$ cat config.mk
export PLATFORM = sky130hd
export DESIGN_NAME = sc_bitstream_decoder
export DESIGN_NICKNAME = d
export VERILOG_FILES = /design/src/rtl/sc_pkg.sv /design/src/rtl/sc_window_counter.sv /design/src/rtl/sc_bitstream_decoder.sv
export SDC_FILE = /design/constraint.sdc
export NUM_CORES = 1
export LEC_CHECK = 0
export ABC_CLOCK_PERIOD_IN_PS = 1500
export BUFFER_PORTS_ARGS = -buffer_cell sky130_fd_sc_hd__buf_4
export CAP_MARGIN = 20
export CORE_ASPECT_RATIO = 1.75
export CORE_MARGIN = 2
export CORE_UTILIZATION = 50
export CTS_CLUSTER_SIZE = 20
export DETAILED_ROUTE_END_ITERATION = 8
export MAX_ROUTING_LAYER = met4
export PLACE_DENSITY = 0.74
export SYNTH_ARGS = -nofsm -noshare
export SYNTH_HDL_FRONTEND = slang
export SYNTH_SLANG_ARGS = --single-unit
$ cat constraint.sdc
create_clock -name clk -period 1.5 [get_ports clk]
set_input_delay 0.225 -clock clk [delete_from_list [all_inputs] [get_ports clk]]
set_output_delay 0.225 -clock clk [all_outputs]
set_load 0.005 [all_outputs]
$ cat src/rtl/sc_pkg.sv
// Shared definitions for the stochastic-computing (SC) blocks.
//   sc_dec_state_t : decoder FSM state (SC_IDLE, SC_ACCUM)
//   sc_window_len  : window length 2^n for a log2 window size n
//   sc_bipolar     : unipolar ones-count to bipolar value, 2*count - 2^n
package sc_pkg;

  typedef logic [0:0] sc_dec_state_t;

  localparam sc_dec_state_t SC_IDLE  = 1'b0;
  localparam sc_dec_state_t SC_ACCUM = 1'b1;

  function automatic logic [31:0] sc_window_len(input int unsigned n);
    return 32'd1 << n;
  endfunction

  // Result is 32-bit two's complement; callers truncate to their width,
  // which is exact as long as the width holds -2^n..+2^n (n+2 bits).
  function automatic logic signed [31:0] sc_bipolar(input logic [31:0] count,
                                                    input int unsigned n);
    return $signed({count[30:0], 1'b0}) - $signed(sc_window_len(n));
  endfunction

endpackage

$ cat src/rtl/sc_window_counter.sv
// Window counter for the stochastic bitstream decoder.
// Counts enabled samples and ones over a window of 2^N samples.
//   clk, rst   : clock, synchronous active-high reset
//   clear      : abandon the current window (counters to 0)
//   sample     : this cycle is an enabled sample (already qualified by clear)
//   bit_in     : stochastic bit, used only when sample=1
//   last       : strobe, this sample completes the window
//   final_sum  : ones in the window including the current bit (0..2^N)
module sc_window_counter
  import sc_pkg::*;
#(
  parameter int N = 8
) (
  input  logic         clk,
  input  logic         rst,
  input  logic         clear,
  input  logic         sample,
  input  logic         bit_in,
  output logic         last,
  output logic [N:0]   final_sum
);

  logic [N-1:0] sample_cnt_p0;
  logic [N:0]   ones_cnt_p0;

  assign last      = sample && (sample_cnt_p0 == N'(sc_window_len(N) - 32'd1));
  assign final_sum = ones_cnt_p0 + {{N{1'b0}}, bit_in};

  // Counter stage: the final sample returns both counters to 0 so the next
  // window can start on the very next enabled cycle.
  always_ff @(posedge clk) begin
    if (rst || clear) begin
      sample_cnt_p0 <= '0;
      ones_cnt_p0   <= '0;
    end else if (sample) begin
      if (last) begin
        sample_cnt_p0 <= '0;
        ones_cnt_p0   <= '0;
      end else begin
        sample_cnt_p0 <= sample_cnt_p0 + 1'b1;
        ones_cnt_p0   <= final_sum;
      end
    end
  end

endmodule

$ cat src/rtl/sc_bitstream_decoder.sv
// Stochastic-to-binary converter: counts the ones of a unipolar bitstream
// over 2^N enabled samples and offers the count on a valid/ready output.
// The input is not stallable; a completed window that finds the output
// register occupied is dropped and the sticky overflow flag is raised.
//   clk, rst   : clock, synchronous active-high reset
//   bit_in     : stochastic bit, sampled when enable=1
//   enable     : sample qualifier
//   restart    : abandon current window, clear overflow (pending output kept)
//   out_data   : N+2-bit result (unsigned count, or bipolar value)
//   out_valid  : out_data holds an undelivered result
//   out_ready  : consumer accepts; transfer on out_valid && out_ready
//   overflow   : sticky, at least one completed window was dropped
// Build option: define SC_DECODER_BIPOLAR_EN to present 2*count - 2^N as a
// two's-complement value instead of the zero-extended count.
module sc_bitstream_decoder
  import sc_pkg::*;
#(
  parameter int N = 8
) (
  input  logic         clk,
  input  logic         rst,
  input  logic         bit_in,
  input  logic         enable,
  input  logic         restart,
  output logic [N+1:0] out_data,
  output logic         out_valid,
  input  logic         out_ready,
  output logic         overflow
);

  sc_dec_state_t state_p0;
  logic          sample;
  logic          last;
  logic [N:0]    final_sum;
  logic [N+1:0]  result_conv;
  logic          out_free;
  logic          xfer;

  // restart wins over the sample, so a bit arriving with restart is lost
  // and a restart on the final sample yields no result.
  assign sample = enable && !restart;

  sc_window_counter #(
    .N (N)
  ) u_window_counter (
    .clk       (clk),
    .rst       (rst),
    .clear     (restart),
    .sample    (sample),
    .bit_in    (bit_in),
    .last      (last),
    .final_sum (final_sum)
  );

`ifdef SC_DECODER_BIPOLAR_EN
  assign result_conv = (N+2)'(sc_bipolar(32'(final_sum), N));
`else
  assign result_conv = {1'b0, final_sum};
`endif

  assign xfer     = out_valid && out_ready;
  assign out_free = !out_valid || out_ready;

  // FSM stage
  always_ff @(posedge clk) begin
    if (rst || restart) begin
      state_p0 <= SC_IDLE;
    end else if (sample) begin
      case (state_p0)
        SC_IDLE:  state_p0 <= last ? SC_IDLE : SC_ACCUM;
        SC_ACCUM: if (last) state_p0 <= SC_IDLE;
        default:  state_p0 <= SC_IDLE;
      endcase
    end
  end

  // Output register stage: a result may load on the same edge that the
  // previous one is drained, which keeps back-to-back windows lossless.
  always_ff @(posedge clk) begin
    if (rst) begin
      out_valid <= 1'b0;
      out_data  <= '0;
      overflow  <= 1'b0;
    end else begin
      if (last && out_free) begin
        out_valid <= 1'b1;
        out_data  <= result_conv;
      end else if (xfer) begin
        out_valid <= 1'b0;
      end

      if (restart) begin
        overflow <= 1'b0;
      end else if (last && !out_free) begin
        overflow <= 1'b1;
      end
    end
  end

endmodule

* After elaboration in Yosys (flattened, before gate mapping)
Index checks and enable logic that the tools add are counted.
** Storage, ports and cells
- Register bits :: 28
- Output and inout port bits :: 12
** Operators by class
- $add $sub $neg :: 2
- Eq/ne operators :: 1
- Multiplexer cells :: 4
- Reduce and logical (&&, ||, !) cells :: 12
** Operators by type and width (number)
- $add A9 B1 Y9 :: 1
- $mux W9 :: 1
- $add A8 B1 Y8 const B :: 1
- $eq A8 B8 Y1 const B :: 1
- $mux W8 :: 1
- $logic_and A1 B1 Y1 :: 5
- $logic_not A1 Y1 :: 3
- $logic_or A1 B1 Y1 :: 2
- $mux W1 :: 2
- $reduce_bool A2 Y1 :: 1
- $reduce_or A2 Y1 :: 1

* Logic depth before layout (Yosys ltp)
Gate-level depths: netlist of run 1.
- Depth after elaboration :: 5
- Gate-level depth with buffers :: 6

* Cells and area by module
A second synthesis of run 1 with hierarchy kept.
** Second synthesis, totals
- Cells, all modules :: 150
- Area, all modules :: 1408.9 um^2
** Modules (own cells, without submodules)
- sc_window_counter :: instances 1, cells an instance 100, area an instance 909.6 um^2, seq. area each 340.3 um^2
- sc_bitstream_decoder :: instances 1, cells an instance 50, area an instance 499.2 um^2, seq. area each 220.2 um^2

* Worst setup path after synthesis of run 1
Ideal clock, no wire load.
- Kind :: register to register
- Start :: register u_window_counter.sample_cnt_p0[0]
- End :: register out_data[3]
- Setup time :: 0.132 ns
- Arrival :: 1.372 ns
- Required time :: 1.368 ns
- Setup slack :: -0.004 ns
- Cell stages (with the launch flop) :: 7
- Buffers on the path :: 1
- Period minus slack after synthesis :: 1.504 ns
- Cells stage by stage :: dfxtp_1 -> ha_1 -> and4b_4 -> o2111a_4 -> buf_12 -> mux2i_1 -> nor2_1
** On the way
- Word-level cells in the longest chain between the ends :: 3
** RTL lines
- from (decl) :: line sc_window_counter.sv:23 : logic [N-1:0] sample_cnt_p0;
- from (signal assigned) :: line sc_window_counter.sv:40 : sample_cnt_p0 <= sample_cnt_p0 + 1'b1;
- $eq A8 B8 Y1 :: line sc_window_counter.sv:26 : assign last = sample && (sample_cnt_p0 == N'(sc_window_len(N) - 32'd1));
- $logic_and A1 B1 Y1 :: line sc_window_counter.sv:26
- $logic_and A1 B1 Y1 :: line sc_bitstream_decoder.sv:85 : if (last && out_free) begin
- to (signal assigned) :: line sc_bitstream_decoder.sv:87 : out_data <= result_conv;
- to (decl) :: line sc_bitstream_decoder.sv:25 : output logic [N+1:0] out_data,
No other way between the ends.
A chain may end at the register's enable or synchronous reset.

* Worst setup path in the final report of run 1
- Start :: register u_window_counter.ones_cnt_p0[0]
- End :: register out_data[8]
** On the way
- Word-level cells in the longest chain between the ends :: 1
** RTL lines
- from (decl) :: line sc_window_counter.sv:24 : logic [N:0] ones_cnt_p0;
- from (signal assigned) :: line sc_window_counter.sv:41 : ones_cnt_p0 <= final_sum;
- $add A9 B1 Y9 :: line sc_window_counter.sv:27 : assign final_sum = ones_cnt_p0 + {{N{1'b0}}, bit_in};
No other way between the ends.

==> results of run 1 <==
timing repair:
action / 4_1_cts / 5_1_grt
setup endpoints to repair: 11 / 17
pin swaps: 1 / 6
gates cloned: 1 / 0
resized for setup: 5 / 19
hold buffers: 0 / 0
setup buffers: 1 / 0
cell usage in the layout, fill, tap and decap left out, drive strengths merged:
cell type   n
a41oi       1
xnor2       2
dfxtp      28
a311oi      1
a31oi       4
and3        8
nand2      10
o2111a      2
a21oi       6
inv         2
o221a       1
nor2b       1
nand3       4
conb        1
a21o        1
o21ai       3
and4b       1
buf        32
nor2       20
nand4       2
mux2i       7
and4        1
or3         1
a211oi      5
nand2b      2
a22oi       2
nor3        2
ha          3
xor2       10
clkbuf      4
or2         1
routing by layer:
layer / part of all wire, % / global-route usage, % / routed length, um
met5: 0 / - / 0
met4: 2.9 / 11.81 / 93
met3: 3.8 / 3.778 / 121
met2: 58 / 40.40 / 1828
met1: 36 / 23.10 / 1133
worst max-delay path by stage:
stage                                                 end  depth (start not counted)  slack, ps                              start
after floorplan           u_window_counter.ones_cnt_p0[8]                          6          7    u_window_counter.ones_cnt_p0[0]
after global placement    u_window_counter.ones_cnt_p0[8]                          7        -30                             bit_in
final                                         out_data[8]                          6         50    u_window_counter.ones_cnt_p0[0]
after CTS                                     out_data[8]                          6          3    u_window_counter.ones_cnt_p0[0]
after detailed placement  u_window_counter.ones_cnt_p0[8]                          7       -100                             bit_in
after global routing                          out_data[0]                          5        -20  u_window_counter.sample_cnt_p0[1]
kinds of logic (layout without fill, tap and decap cells):
| logic type | after synthesis | after routing | share of synthesized area [%] |
|---|---|---|---|
| fa+ha+maj | 3 | 3 | 2.868 |
| mux | 7 | 7 | 5.354 |
| compound gates | 25 | 26 | 15.58 |
| buf+inv | 9 | 38 | 4.493 |
| flops | 28 | 28 | 42.83 |
| simple gates | 53 | 53 | 20.56 |
| other cells | 1 | 1 | 0.2865 |
| xor+xnor | 12 | 12 | 8.031 |
metrics by stage:
stage          instance area (sq um)  TNS, ps  std cells
2_1_floorplan                   1309        0        138
3_3_place_gp                    1523   -56.71        188
3_5_place_dp                    1523   -388.7        188
4_1_cts                         1622        0        194
5_1_grt                         1688   -23.01        194
6_report                        1688        0        194
tightest hold or removal path: stages:
cell and delay, ps:
buf_4 110, nor2_1 60, o221a_2 110
power by group through the flow:
stage / Sequential [W] / Clock, W / Combinational (W)
5_1_grt: 0.000745 / 0.000503 / 0.0000707
3_5_place_dp: 0.000763 / 0 / 0.0000618
6_report: 0.000745 / 0.000472 / 0.0000645
3_3_place_gp: 0.000763 / 0 / 0.0000603
2_1_floorplan: 0.000763 / 0 / 0.0000312
4_1_cts: 0.000746 / 0.000472 / 0.0000637
sequential cells by signal, summed over array words and instances (netlist names):
name                            count
overflow                            1
u_window_counter.sample_cnt_p0      8
u_window_counter.ones_cnt_p0        9
out_data                            9
out_valid                           1
area by class of cell:
type	count	area, sq um
clock buffer	4	55.05
fill	198	804.5
inverter	2	7.507
multi-input combinational	102	785.8
sequential	28	566.8
tap	26	32.53
timing repair buffer	32	240.2
==> impl_results.md, run 1 <==
- Diode count: 0
- Min Tclk post-route: 1450 ps
- Routed WL per cell: 16.38 um
- DRT Pass-1 Iters: 4
- P&R area growth vs syn: 28.97%
- Final core utilization: 67.72%
- Synth area leader: dfxtp_1
- CTS tree: done
- Psw: 0.0002757 W
- Die width: 42.68 um
- Final hold violations: 0
- Synth top area cells: dfxtp_1 43%, xor2_1 6.7%, mux2i_1 5.4%
- # port buffers: 16
- Final net count: 178
- CP peak stage delay: 330 ps
- Vias in the first global route: 1125
- Status: finished clean
- Share of cells above drive strength 1: 39.29%
- Post-synth top cells: 28 x dfxtp_1, 16 x nor2_1, 10 x nand2_1, 10 x xor2_1, 8 x and3_1
- Post-DRT Antenna Nets: 0
- Vias: 1145
- Number of flops mapped to enable cells by yosys: 0
- Drt initial violations: 53
- RR Endpoint: out_data[8]
- Slew Viols, Final: 0
- Crit-path slowest cell: dfxtp_2
- H-tree depth: 1
- Worst vdd ir: 0.9183 mV
- R2R depth: 6
- Place WS: -95.63 ps
- Most frequent cell after synthesis: dfxtp_1
- CP endpoint kind: flop
- Num ports: 18
- Clock share of power: 36.8%
- Initial antenna violation count: 0
- DRC viols: 0
- CP startpoint kind: flop
- Row count: 24
- Die area: 0.003059 sq mm
- GRT Residual Overflow: 0
- Sequential share of power: 58.1%
- Final Hold Slack: 264.4 ps
- Routability congestion estimate: 0.8361
- Comb power frac: 5.0%
- Largest net degree at the start of global routing: 16
- Sw frac: 21.52%
- Finish-stage setup viols: 0
- Post-synth top flop: dfxtp_1
- Yosys top cell area share: 42.83%
- Worst-Skew Late Latency: 280 ps
- Seq/Total Area, Yosys: 42.83%
- Cell Int Power: 0.001005 W
- Post-Syn Nets: 147
- Clock transition at path regs: 100 ps
- Critical Path AT: 1660 ps
- R2r setup slk: 50 ps
- GRT Total Usage: 22.76%
- Power after layout: 0.001281 W
- Root cell of the clock tree: clkbuf_8
- Post-synthesis cell type count: 35
- Final worst setup slack: 50.36 ps
- Syn_area_per_cell: 9.484 sq um
- Deepest clock path buffer count: 2
- Synth warn: 0
- WP buf/inv: 0
- Synth async-reset ratio: 0%
- CP top delay family: simple AND/OR/NAND/NOR gates
- WHS Path Cells: 3
- Worst path required time: 1710 ps
- Total Wirelength: 3177 um
- RSZ-0062 raised after global routing: true
- First-pass GRT wire length: 5119 um
- Die Y: 71.68 um
- Synth Instances: 138
- Sink Count: 28
- Leakage: 0.6637 nW
- Core outline area: 0.002492 sq mm
- Initial Util: 52.51%
- Via density: 5.902
- Post-DP HPWL: 2186 um
- Synth Cell Area: 0.001309 sq mm
- CP Max Fanout: 3
- Startpoint of the worst register-to-register path: u_window_counter.ones_cnt_p0[0]
- Pwr Density: 759.1 mW/mm^2
- Hold crit path type: input port to flop
- Num CTS Buffers: 3
- CP cell instances: ha_2, ha_2, and3_4, and3_4, xnor2_4, a211oi_2
- Max_cap viols: 0
- Hold-critical path endpoint: u_window_counter.sample_cnt_p0[7]
- Peak Freq: 689.8 MHz
- Worst Skew: 8.933 ps
- Synth Register Bits: 28
- Worst Min Path Start: restart
- Fin crit share: 96.64%
- Setup CP Type: flop to flop
(Power assumes the default switching activity.)
==> inputs of run 2 (changes only) <==
PLACE_DENSITY = unset   (was 0.74)
PLACE_DENSITY_LB_ADDON = 0.12   (was unset)
SKIP_CTS_REPAIR_TIMING = 1   (was unset)
==> run 2 against run 1 <==
Net effect: worst hold slack worse by 3.9 ps; sequential share of layout area up 0.18 points; final cell count unchanged; flip-flop and latch count unchanged; critical path depth down 1; die area unchanged; first-iteration DRC count down 51%.
==> impl_results.md, run 2 (synthesized netlist as in run 1, its figures left out) <==
- CTS tree: done
- Vias: 1106 (-3.4%)
- Die area: 0.003059 sq mm (unchanged)
- Status: finished clean
- CP peak stage delay: 370 ps (+40 ps)
- Total Wirelength: 3006 um (-5.4%)
- Sequential share of power: 58.2% (about the same)
- Pwr Density: 767.4 mW/mm^2 (+1.1%)
- Num CTS Buffers: 3 (unchanged)
- First-pass GRT wire length: 4629 um (-9.6%)
- Commonest non-fill, non-tap cell in the layout: buf_4
- Critical Path AT: 1620 ps (-40 ps)
- CP top delay family: flip-flops
- Initial antenna violation count: 0 (unchanged)
- CP cell instances: ha_4, and4b_4, o2111a_4, mux2i_1, nor2_1
- Cell Int Power: 0.001009 W (+0.33%)
- Sink Count: 28 (unchanged)
- DRC viols: 0 (unchanged)
- Num ports: 18 (unchanged)
- Largest net degree at the start of global routing: 16 (unchanged)
- CP startpoint kind: flop
- Initial Util: 52.51% (unchanged)
- Peak Freq: 688.8 MHz (-0.15%)
- Most crowded layer after global routing: met2
- Comb power frac: 5.3% (+0.3 points)
- CP Max Fanout: 7 (+4)
- Diode count: 0 (unchanged)
- Routed WL per cell: 15.49 um (-5.4%)
- Clock share of power: 36.5% (-0.3 points)
- Fin crit share: 96.79% (+0.15 points)
- Routability congestion estimate: 0.8418 (+0.68%)
- Multi-input gate area: 772.0 sq um (-1.8%)
- Post-DP HPWL: 2156 um (-1.4%)
- Leakage: 0.6635 nW (about the same)
- GRT Residual Overflow: 0 (unchanged)
- Slew Viols, Final: 0 (unchanged)
- CP endpoint kind: flop
- Die Y: 71.68 um (unchanged)
- Final net count: 178 (unchanged)
- Setup CP Type: flop to flop
- Die width: 42.68 um (unchanged)
- Drt initial violations: 26 (-51%)
- Final Hold Slack: 260.5 ps (-3.893 ps)
- Max_cap viols: 0 (unchanged)
- M2 GR Usage: 37.37% (-3.0 points)
- Final worst setup slack: 48.18 ps (-2.177 ps)
- Worst vdd ir: 0.5475 mV (-40%)
- GRT Total Usage: 20.08% (-2.7 points)
- Via density: 5.701 (-3.4%)
- Place WS: -110.5 ps (-14.91 ps)
- Worst path required time: 1670 ps (-40 ps)
- P&R area growth vs syn: 27.72%
- Hold crit path type: input port to flop
- H-tree depth: 1 (unchanged)
- Core outline area: 0.002492 sq mm (unchanged)
- Final hold violations: 0 (unchanged)
- Clock transition at path regs: 100 ps (about the same)
- DRT Pass-1 Iters: 4 (unchanged)
- M1 GR Usage: 20.38% (-2.7 points)
- Finish-stage setup viols: 0 (unchanged)
- Regs by FF count: out_data: 9 flops, u_window_counter.ones_cnt_p0: 9 flops, u_window_counter.sample_cnt_p0: 8 flops
- WP buf/inv: 0 (unchanged)
- Layout fillers: 199 (+0.51%)
- Root cell of the clock tree: clkbuf_8
- Sequential cell area: 564.3 sq um (-0.44%)
- Min Tclk post-route: 1452 ps (+2.177 ps)
- Sw frac: 21.36% (-0.16 points)
- Vias in the first global route: 1103 (-2.0%)
- Row count: 24 (unchanged)
- Worst Skew: 6.455 ps (-2.478 ps)
- Crit-path slowest cell: dfxtp_2
- Post-DRT Antenna Nets: 0 (unchanged)
- Setup TNS: 0 ps (unchanged)
- Deepest clock path buffer count: 2 (unchanged)
- Psw: 0.0002740 W (-0.61%)
- Commonest non-fill, non-tap cells in the layout: 32 x buf_4, 25 x dfxtp_1, 16 x nor2_1, 10 x nand2_1, 9 x xor2_1
- Share of cells above drive strength 1: 38.10% (-1.2 points)
- # port buffers: 16 (unchanged)
- Met3 usage: 2.267% (-1.5 points)
- Worst-Skew Late Latency: 270 ps (about the same)
-- run 2: per-layer routing --
metal  wire length, um  vias up
met2              1716       27
li1                  -      549
met5                 0        -
met1              1164      526
met3                83        4
met4                42        0
-- run 2: area by class of cell --
cell class | instances | share of cell area (%)
inverter | 2 | 0.4491
clock buffer | 4 | 3.293
multi-input combinational | 102 | 46.18
tap | 26 | 1.946
timing repair buffer | 32 | 14.37
sequential | 28 | 33.76
-- run 2: path summary, 6_finish.rpt --
path / startpoint / end / slack (ps) / depth (start not counted)
setup / recovery: u_window_counter.sample_cnt_p0[1] / out_data[2] / 50 / 5
hold / removal: enable / u_window_counter.sample_cnt_p0[1] / 260 / 3
setup reg to reg: u_window_counter.sample_cnt_p0[1] / out_data[2] / 50 / 5
hold reg to reg: overflow / overflow / 500 / 2
-- run 2: power groups by stage --
stage | clock [W] | combinational, W | sequential (W)
final | 0.000468 | 0.0000676 | 0.000747
after global placement | 0 | 0.0000621 | 0.000763
after global routing | 0.000502 | 0.0000749 | 0.000747
after detailed placement | 0 | 0.0000639 | 0.000763
after floorplan | 0 | 0.0000312 | 0.000763
after CTS | 0.000469 | 0.0000644 | 0.000746
-- run 2: worst reg2reg max path, cell delays in order, from the launching register on --
cell      delay (ps)
dfxtp_2          370
ha_4             150
and4b_4          260
o2111a_4         300
mux2i_1          220
nor2_1            50
-- run 2: through the flow --
step	instance area (sq um)	instances	util, %	power [W]
finish	1672	194	67.07	0.001283
global route	1672	194	67.07	0.001324
CTS	1578	192	63.30	0.001279
detailed placement	1523	188	61.09	0.0008270
global placement	1523	188	61.09	0.0008249
floorplan	1309	138	-	0.0007942
